<file path="config.mk">
export PLATFORM = sky130hd
export DESIGN_NAME = led_seq_ctrl_flat
export DESIGN_NICKNAME = d
export VERILOG_FILES = /design/src/rtl/led_seq_ctrl_if.sv /design/src/rtl/led_seq_ctrl.sv /design/src/flat_wrapper.sv
export SDC_FILE = /design/constraint.sdc
export NUM_CORES = 1
export LEC_CHECK = 0
export CORE_AREA = 2 2 60 62
export DETAILED_ROUTE_END_ITERATION = 8
export DIE_AREA = 0 0 62 64
export PLACE_DENSITY = 0.71
export SLEW_MARGIN = 20
export SYNTH_ARGS = -nofsm -noshare
export SYNTH_HDL_FRONTEND = slang
export SYNTH_SLANG_ARGS = --single-unit
export TNS_END_PERCENT = 10
</file>
<file path="constraint.sdc">
create_clock -name clk -period 2.05 [get_ports clk]
set_input_delay 0.3075 -clock clk [delete_from_list [all_inputs] [get_ports clk]]
set_output_delay 0.3075 -clock clk [all_outputs]
set_load 0.01 [all_outputs]
</file>
<file path="src/rtl/led_seq_ctrl_if.sv">
// led_seq_ctrl_if: switch/pause inputs and LED/status outputs of the LED sequencer.
// Ports: sw[3:0], pause -> DUT; led[3:0], tick, manual, phase[1:0] <- DUT.
interface led_seq_ctrl_if;
  logic [3:0] sw;
  logic       pause;
  logic [3:0] led;
  logic       tick;
  logic       manual;
  logic [1:0] phase;

  modport master (
    output sw,
    output pause,
    input  led,
    input  tick,
    input  manual,
    input  phase
  );

  modport slave (
    input  sw,
    input  pause,
    output led,
    output tick,
    output manual,
    output phase
  );
endinterface

</file>
<file path="src/rtl/led_seq_ctrl.sv">
// led_seq_ctrl: single-clock LED fill/drain sequencer with debounced manual override.
// Ports: clk, rst (async high), bus (sw, pause in; led, tick, manual, phase out).
module led_seq_ctrl #(
  parameter int DIV       = 10,
  parameter int DB_CYCLES = 4
) (
  input logic           clk,
  input logic           rst,
  led_seq_ctrl_if.slave bus
);

  localparam int CW = $clog2(DIV + 1);
  localparam int DW = $clog2(DB_CYCLES + 1);

  localparam logic [CW-1:0] CNT_MAX = CW'(DIV);
  localparam logic [DW-1:0] DB_MAX  = DW'(DB_CYCLES);

  localparam logic [1:0] ST_BLANK  = 2'd0;
  localparam logic [1:0] ST_FILL   = 2'd1;
  localparam logic [1:0] ST_DRAIN  = 2'd2;
  localparam logic [1:0] ST_MANUAL = 2'd3;

  logic [CW-1:0] cnt_q, cnt_d;
  logic          tick_q, tick_d;

  logic [3:0]    s1_q, s1_d;
  logic [3:0]    s2_q, s2_d;
  logic [3:0]    cand_q, cand_d;
  logic [DW-1:0] dcnt_q, dcnt_d;
  logic [3:0]    db_q, db_d;

  logic [1:0]    st_q, st_d;
  logic [3:0]    p_q, p_d;
  logic [3:0]    led_q, led_d;
  logic          man_q, man_d;

  logic [3:0]    p_nx;

  function automatic logic [3:0] pat(input logic [3:0] idx);
    logic [3:0] v;
    unique case (idx)
      4'd0:    v = 4'b0000;
      4'd1:    v = 4'b1000;
      4'd2:    v = 4'b1100;
      4'd3:    v = 4'b1110;
      4'd4:    v = 4'b1111;
      4'd5:    v = 4'b1110;
      4'd6:    v = 4'b1100;
      4'd7:    v = 4'b1000;
      default: v = 4'b0000;
    endcase
    return v;
  endfunction

  function automatic logic [1:0] ph_of(input logic [3:0] idx);
    logic [1:0] v;
    if (idx == 4'd0)
      v = ST_BLANK;
    else if (idx <= 4'd4)
      v = ST_FILL;
    else
      v = ST_DRAIN;
    return v;
  endfunction

  // Prescaler: tick is registered from the next count so it is
  // high exactly while the counter holds DIV.
  always_comb begin
    cnt_d  = (cnt_q == CNT_MAX) ? '0 : cnt_q + CW'(1);
    tick_d = (cnt_d == CNT_MAX);
  end

  // Two-flop synchronizer feeding a stability-window debouncer.
  always_comb begin
    s1_d   = bus.sw;
    s2_d   = s1_q;
    cand_d = cand_q;
    dcnt_d = dcnt_q;
    db_d   = db_q;
    if (s2_q != cand_q) begin
      cand_d = s2_q;
      dcnt_d = '0;
    end else if (dcnt_q < DB_MAX) begin
      dcnt_d = dcnt_q + DW'(1);
    end else begin
      db_d = cand_q;
    end
  end

  assign p_nx = (p_q == 4'd8) ? 4'd0 : p_q + 4'd1;

  // Sequencer: manual override first, then manual exit, then pause,
  // then the auto table. Uses pre-edge db_q on a coincident edge.
  always_comb begin
    st_d  = st_q;
    p_d   = p_q;
    led_d = led_q;
    if (tick_q) begin
      if (db_q != 4'b0000) begin
        st_d  = ST_MANUAL;
        led_d = db_q;
      end else if (st_q == ST_MANUAL) begin
        st_d  = ST_BLANK;
        p_d   = 4'd0;
        led_d = 4'b0000;
      end else if (bus.pause) begin
        st_d  = st_q;
      end else begin
        p_d   = p_nx;
        led_d = pat(p_nx);
        st_d  = ph_of(p_nx);
      end
    end
    man_d = (st_d == ST_MANUAL);
  end

  always_ff @(posedge clk or posedge rst) begin
    if (rst) begin
      cnt_q  <= '0;
      tick_q <= 1'b0;
      s1_q   <= 4'b0000;
      s2_q   <= 4'b0000;
      cand_q <= 4'b0000;
      dcnt_q <= '0;
      db_q   <= 4'b0000;
      st_q   <= ST_BLANK;
      p_q    <= 4'd0;
      led_q  <= 4'b0000;
      man_q  <= 1'b0;
    end else begin
      cnt_q  <= cnt_d;
      tick_q <= tick_d;
      s1_q   <= s1_d;
      s2_q   <= s2_d;
      cand_q <= cand_d;
      dcnt_q <= dcnt_d;
      db_q   <= db_d;
      st_q   <= st_d;
      p_q    <= p_d;
      led_q  <= led_d;
      man_q  <= man_d;
    end
  end

  assign bus.led    = led_q;
  assign bus.tick   = tick_q;
  assign bus.manual = man_q;
  assign bus.phase  = st_q;

endmodule

</file>
<file path="src/flat_wrapper.sv">
// flat-port wrapper written by rule: the top's interface ports become plain ports
module led_seq_ctrl_flat 
#(
  parameter int DIV       = 10,
  parameter int DB_CYCLES = 4
)
  (clk, rst, bus_sw, bus_pause, bus_led, bus_tick, bus_manual, bus_phase);
  led_seq_ctrl_if bus_i ();
  input logic clk;
  input logic rst;
  input wire logic [$bits(bus_i.sw)-1:0] bus_sw;
  input wire logic [$bits(bus_i.pause)-1:0] bus_pause;
  output wire logic [$bits(bus_i.led)-1:0] bus_led;
  output wire logic [$bits(bus_i.tick)-1:0] bus_tick;
  output wire logic [$bits(bus_i.manual)-1:0] bus_manual;
  output wire logic [$bits(bus_i.phase)-1:0] bus_phase;
  assign bus_i.sw = bus_sw;
  assign bus_i.pause = bus_pause;
  assign bus_led = bus_i.led;
  assign bus_tick = bus_i.tick;
  assign bus_manual = bus_i.manual;
  assign bus_phase = bus_i.phase;
  led_seq_ctrl #(.DIV(DIV), .DB_CYCLES(DB_CYCLES)) u_core (.clk(clk), .rst(rst), .bus(bus_i));
endmodule
</file>
Word level (Yosys, flattened, before mapping)
Memories as Yosys holds them, arrays and structs flattened.
Index checks and enable logic that the tools add are counted.
{"block": "totals", "ff_bits": 35, "wordCells": 50, "memories": 1, "out_inout_bits": 8, "mem_bits_ro": 32}
{"block": "op_classes", "n_eq_ne": 8, "mux": 16, "order_cmp": 2, "n_reduce_logical": 6, "bitwise": 3, "n_addsub": 3}
{"name": "(no name shown)", "words": 8, "width": 4, "read_ports": 1, "rd_ports_with_merged_regs": 0, "wr": 0, "line": "led_seq_ctrl.sv:41", "rtl": "unique case (idx)"}
{"cell": "two-way mux 4 bit", "n": 8}
{"cell": "equality test 4 bit, second input constant", "n": 3}
{"cell": "two-way mux 2 bit", "n": 6}
{"cell": "adder 4 x 1 -> 4 bit, second input constant", "n": 2}
{"cell": "two-way mux 3 bit", "n": 2}
{"cell": "equality test 2 bit, second input constant", "n": 2}
{"cell": "<= comparator 4 x 3 -> 1 bit, second input constant", "n": 1}
{"cell": "logical NOT 4 bit", "n": 1}
{"cell": "inequality test 4 bit", "n": 1}
{"cell": "AND reduction 2 bit", "n": 2}
{"cell": "nonzero test 4 bit", "n": 1}
{"cell": "adder 3 x 1 -> 3 bit, second input constant", "n": 1}
{"cell": "< comparator 3 bit, second input constant", "n": 1}
{"cell": "inequality test 3 x 1 -> 1 bit, second input constant", "n": 1}
{"cell": "inverter 1 bit", "n": 3}
{"cell": "AND reduction 3 bit", "n": 1}
{"cell": "inequality test 2 x 1 -> 1 bit, second input constant", "n": 1}
{"cell": "nonzero test 2 bit", "n": 1}

Longest topological paths before layout
Gate-level depths: netlist of run 1.
{"block": "depth", "depth_word": 10, "mapped_depth": 8, "ltp_nobuf": 7}

Least setup slack after synthesis of run 1
Ideal clock, no wire load.
{"block": "synth_timing", "kind": "register -> register", "startpoint": "register u_core.p_q[0]", "endpoint": "register u_core.man_q (netlist: u_core.bus.manual)", "n_path_buf": 1, "slack_ns": 0.421, "period_less_slack_ns": 1.629, "t_arrival_ns": 1.542, "setup_time_ns": 0.087, "path_stages_with_launch": 9, "cell_sequence": "dfrtp_1 buf_6 inv_2 ha_1 and2_1 o21ai_4 a21boi_1 o32ai_2 a22oi_1"}
{"block": "synth_between", "elab_chain_cells": 10}
{"item": "start, declared", "line": "led_seq_ctrl.sv:33", "rtl": "logic [3:0] p_q, p_d;"}
{"item": "start signal, assigned", "line": "led_seq_ctrl.sv:139", "rtl": "p_q <= p_d;"}
{"item": "adder 4 x 1 -> 4 bit or equality test 4 bit (tied branches)", "line": "led_seq_ctrl.sv:90", "rtl": "assign p_nx = (p_q == 4'd8) ? 4'd0 : p_q + 4'd1;"}
{"item": "two-way mux 4 bit (*)", "line": "led_seq_ctrl.sv:90"}
{"item": "<= comparator 4 x 3 -> 1 bit", "line": "led_seq_ctrl.sv:59", "rtl": "else if (idx <= 4'd4)"}
{"item": "two-way mux 2 bit", "line": "led_seq_ctrl.sv:59"}
{"item": "two-way mux 2 bit (*)", "line": "led_seq_ctrl.sv:57", "rtl": "if (idx == 4'd0)"}
{"item": "two-way mux 2 bit (*)", "line": "led_seq_ctrl.sv:106", "rtl": "end else if (bus.pause) begin"}
{"item": "two-way mux 2 bit (*)", "line": "led_seq_ctrl.sv:102", "rtl": "end else if (st_q == ST_MANUAL) begin"}
{"item": "two-way mux 2 bit (*)", "line": "led_seq_ctrl.sv:99", "rtl": "if (db_q != 4'b0000) begin"}
{"item": "two-way mux 2 bit (*)", "line": "led_seq_ctrl.sv:98", "rtl": "if (tick_q) begin"}
{"item": "equality test 2 bit (*)", "line": "led_seq_ctrl.sv:114", "rtl": "man_d = (st_d == ST_MANUAL);"}
{"item": "net u_core.man_d", "line": "led_seq_ctrl.sv:35", "rtl": "logic man_q, man_d;"}
{"item": "end signal, assigned", "line": "led_seq_ctrl.sv:141", "rtl": "man_q <= man_d;"}
{"item": "end, declared", "line": "led_seq_ctrl.sv:35"}
The timed path passes the listed nets; every way through them passes the cells marked *.
A chain may end at the register's enable or synchronous reset.

Worst setup path after layout of run 1
Ends and elaborated chain as after synthesis.

==> impl_metrics.py, run 1 <==
metrics = {
    "timing": {
        "slew-limit-headroom": 0.716,
        "fmax_ghz": 0.542,
        "grt_setup_unrepaired": "false",
        "worst_clock_skew_ps": 11.9,
        "finalCritPeriodShare": 0.901,
        "worst_pin_slew_ps": 425,
        "setup_slack_ps": 203,
        "finalSetupViolations": 0,
        "slew_viol_final": 0,
        "timing.final.hold_violations": 0,
        "fin_tns_setup_ps": 0,
        "min_period_ps": 1850,
    },
    "power": {
        "sequentialPowerShare": 0.451,
        "p_per_area_mw_per_mm2": 1050,
        "switching_share": 0.318,
        "peakVddDrop_uv": 563,
        "pwr-share-clk": 0.258,
        "total_switching_power_mw": 0.620,
        "part_of_the_total_power_dissipated_in_combinational_logic": 0.291,
        "leakagePower_nw": 0.836,
        "internal_power_mw": 1.33,
    },
    "global_route": {
        "first_global_vias": 1117,
        "grt-ovfl-total": 0,
        "grt.total_usage": 0.167,
        "initial_antenna_violation_count": 0,
        "grt_start_max_net_pins": 36,
        "grt_pass1_wl_um": 4800,
    },
    "logic_synthesis": {
        "post-synth-top-area-fraction": 0.549,
        "synth_cells": 143,
        "synth_edf_count": 0,
        "async_flop_share": 1.00,
        "syn_area_mm2": 0.00160,
        "seq_area_frac_synth": 0.549,
        "ys.flop_type": "dfrtp_1",
        "top_area_cells_in_the_synthesized_netlist": "dfrtp_1 55%, ha_1 3.9%, nand2_1 3.3%",
        "synth-seq-cells": 35,
        "synth.net_count": 155,
        "ys_warnings": 0,
        "netlist-cell-type-count": 40,
        "post-synth-top-area-cell": "dfrtp_1",
        "post_synth.cell_area_avg_um2": 11.2,
    },
    "layout": {
        "fillers": 296,
        "layoutNonFillerInstCount": 206,
        "finalCoreUtilization": 0.565,
        "multi_input_area_um2": 664,
        "most-common-layout-cells": "34 x dfrtp_1, 14 x nand2_1, 14 x clkdlybuf4s50_1",
        "finish.net_count": 171,
        "areaGrowthSynthToFinish_pct": 16.1,
        "seqCellArea_um2": 877,
        "layout.cells.most_common": "dfrtp_1",
        "antenna-diode-count": 0,
        "final_layout_size_suffix_gt1_frac": 0.125,
    },
    "route": {
        "routed_wl_um": 2730,
        "drt-pass1-iter-count": 4,
        "drt_first_iter_violations": 23,
        "detail_route.wl_per_cell_um": 13.3,
        "final_antenna_net_count": 0,
        "vias": 1096,
        "drt_via_density": 5.32,
        "remaining_drc_errors": 0,
    },
    "worst_setup_path": {
        "critPathSlowestCell": "dfrtp_2",
        "critical_path.max_stage_delay_ps": 480,
        "critical_path_required_ps": 2310,
        "startpoint_type": "flip-flop",
        "critPathKind": "flip-flop to flip-flop",
        "worstPathBufferInverterCount": 1,
        "worst_path_dominant_cell_family": "simple AND/OR/NAND/NOR gates",
        "critical_path.max_fanout": 10,
        "timing.critical_path.to_type": "flip-flop",
        "cp_cell_sequence": "inv_2 > ha_1 > nor2b_1 > o221ai_1 > nor3_1 > nand3_1 > a22oi_1",
        "wp_data_arrival_ps": 2100,
    },
    "clock_tree": {
        "cts_root_buffer": "clkbuf_4",
        "cts_tree": "yes",
        "cts_inserted_buffers": 5,
        "cts.sinks": 35,
        "cts_htree_levels": 2,
        "clk_pin_slew_ps": 120,
        "clock_tree.buffer_depth": 2,
        "clock_latency_ps": 350,
        "cts_hold_repair.buffers": 0,
    },
    "floorplanning": {
        "std_cell_rows": 21,
        "die_ar_mm2": 0.00397,
        "pin_count": 15,
        "coreArea_mm2": 0.00328,
        "die_width_um": 62,
        "chip_height_um": 64,
        "start_util": 0.486,
    },
    "place": {
        "dp.final_hpwl_um": 1980,
        "pre_cts_slack_ps": 161,
        "io_buffer_count": 14,
        "routabilityCongestion": 0.730,
        "dp_cells": 198,
    },
    "run": {
        "drv_cap": 0,
    },
    "outcome": {
        "status": "complete, no violations",
    },
    "worst_hold_path": {
        "min_path_type": "input port to async pin",
    },
}
Yosys cell counts (2+ instances only):
cell type / count
inv_1: 5
o21ai_0: 5
a21oi_1: 7
dfrtp_1: 35
nand3_1: 2
xnor2_1: 5
nand2_1: 14
and2_1: 2
nor2b_1: 2
a22o_1: 5
nor3_1: 2
nor2_1: 13
mux2i_1: 2
clkbuf_1: 5
nor3b_1: 2
o21ai_1: 2
mux2_1: 4
ha_1: 5
inv_2: 2
nand2b_1: 3
a22oi_1: 2
layer usage:
| metal | track usage | vias up | routed length, µm |
|---|---|---|---|
| met5 | 0 | - | 0 |
| met4 | 0.0771 | 0 | 59 |
| met3 | 0.0648 | 8 | 141 |
| met2 | 0.247 | 31 | 1280 |
| met1 | 0.211 | 527 | 1260 |
| li1 | - | 530 | - |
layout make-up:
class | count | area share
inverters | 7 | 0.0142
multi-input cells | 95 | 0.358
flip-flops and latches | 35 | 0.473
clock buffers | 5 | 0.0202
clock inverters | 3 | 0.0236
repair buffers | 15 | 0.0796
well taps | 46 | 0.0310
sequential cells by signal, summed over array words and instances (netlist names):
register	flops
u_core.bus.phase	2
u_core.p_q	4
u_core.bus.tick	1
u_core.db_q	4
u_core.dcnt_q	3
u_core.bus.manual	1
u_core.s2_q	4
u_core.s1_q	4
u_core.cnt_q	4
u_core.bus.led	4
u_core.cand_q	4
what timing repair did:
action / in CTS / in global routing
gates resized for setup: 0 / 1
buffers inserted: 0 / 0
hold endpoints to repair: 0 / 0
endpoints found under the setup margin: 0 / 1
power by group through the flow:
stage	Clock, mW	Sequential (mW)	Combinational (mW)
3_5_place_dp	0	0.892	0.561
3_3_place_gp	0	0.882	0.548
4_1_cts	0.510	0.878	0.565
2_1_floorplan	0	0.889	0.362
5_1_grt	0.552	0.897	0.623
6_report	0.503	0.879	0.566
stage by stage:
step / power [mW] / cell area, µm² / hold slack [ps]
after global placement: 1.43 / 1770 / 333
after global routing: 2.07 / 1850 / 356
after detailed placement: 1.45 / 1770 / 335
after CTS: 1.95 / 1850 / 349
after floorplan: 1.25 / 1600 / 331
final: 1.95 / 1850 / 339
worst register-to-register path, stage by stage, from the launching register on:
cell and delay, ps:
dfrtp_2 480, inv_2 80, ha_1 360, nor2b_1 190, o221ai_1 120, nor3_1 190, nand3_1 140, a22oi_1 200
final timing paths:
check	from	endpoint	slack [ps]	depth (start not counted)
setup reg to reg	u_core.p_q[0]	u_core.bus.manual	200	7
hold reg to reg	u_core.s1_q[2]	u_core.s2_q[2]	360	0
min in group clk	u_core.s1_q[2]	u_core.s2_q[2]	360	0
setup / recovery	u_core.p_q[0]	u_core.bus.manual	200	7
max in group asynchronous	rst	u_core.p_q[0]	1390	3
hold / removal	rst	u_core.cnt_q[3]	340	3
kinds of logic (layout without fill, tap and decap cells):
group                    count (synthesis)  in the layout  share of synthesized area
XOR/XNOR                                 6              6                     0.0329
AO/OA/AOI/OAI                           31             31                      0.143
AND/OR/NAND/NOR                         47             47                      0.160
flip-flops                              35             35                      0.549
multiplexers                             6              6                     0.0408
buffers and inverters                   13             30                     0.0353
adder cells (fa/ha/maj)                  5              5                     0.0392
Note: power is estimated with default switching activity, not from simulation.
==> run 2: changes to the inputs <==
CTS_CLUSTER_DIAMETER = 150   (was not set)
==> results of run 2 <==
The final DEF is identical to that of run 1; final timing and power are the same.
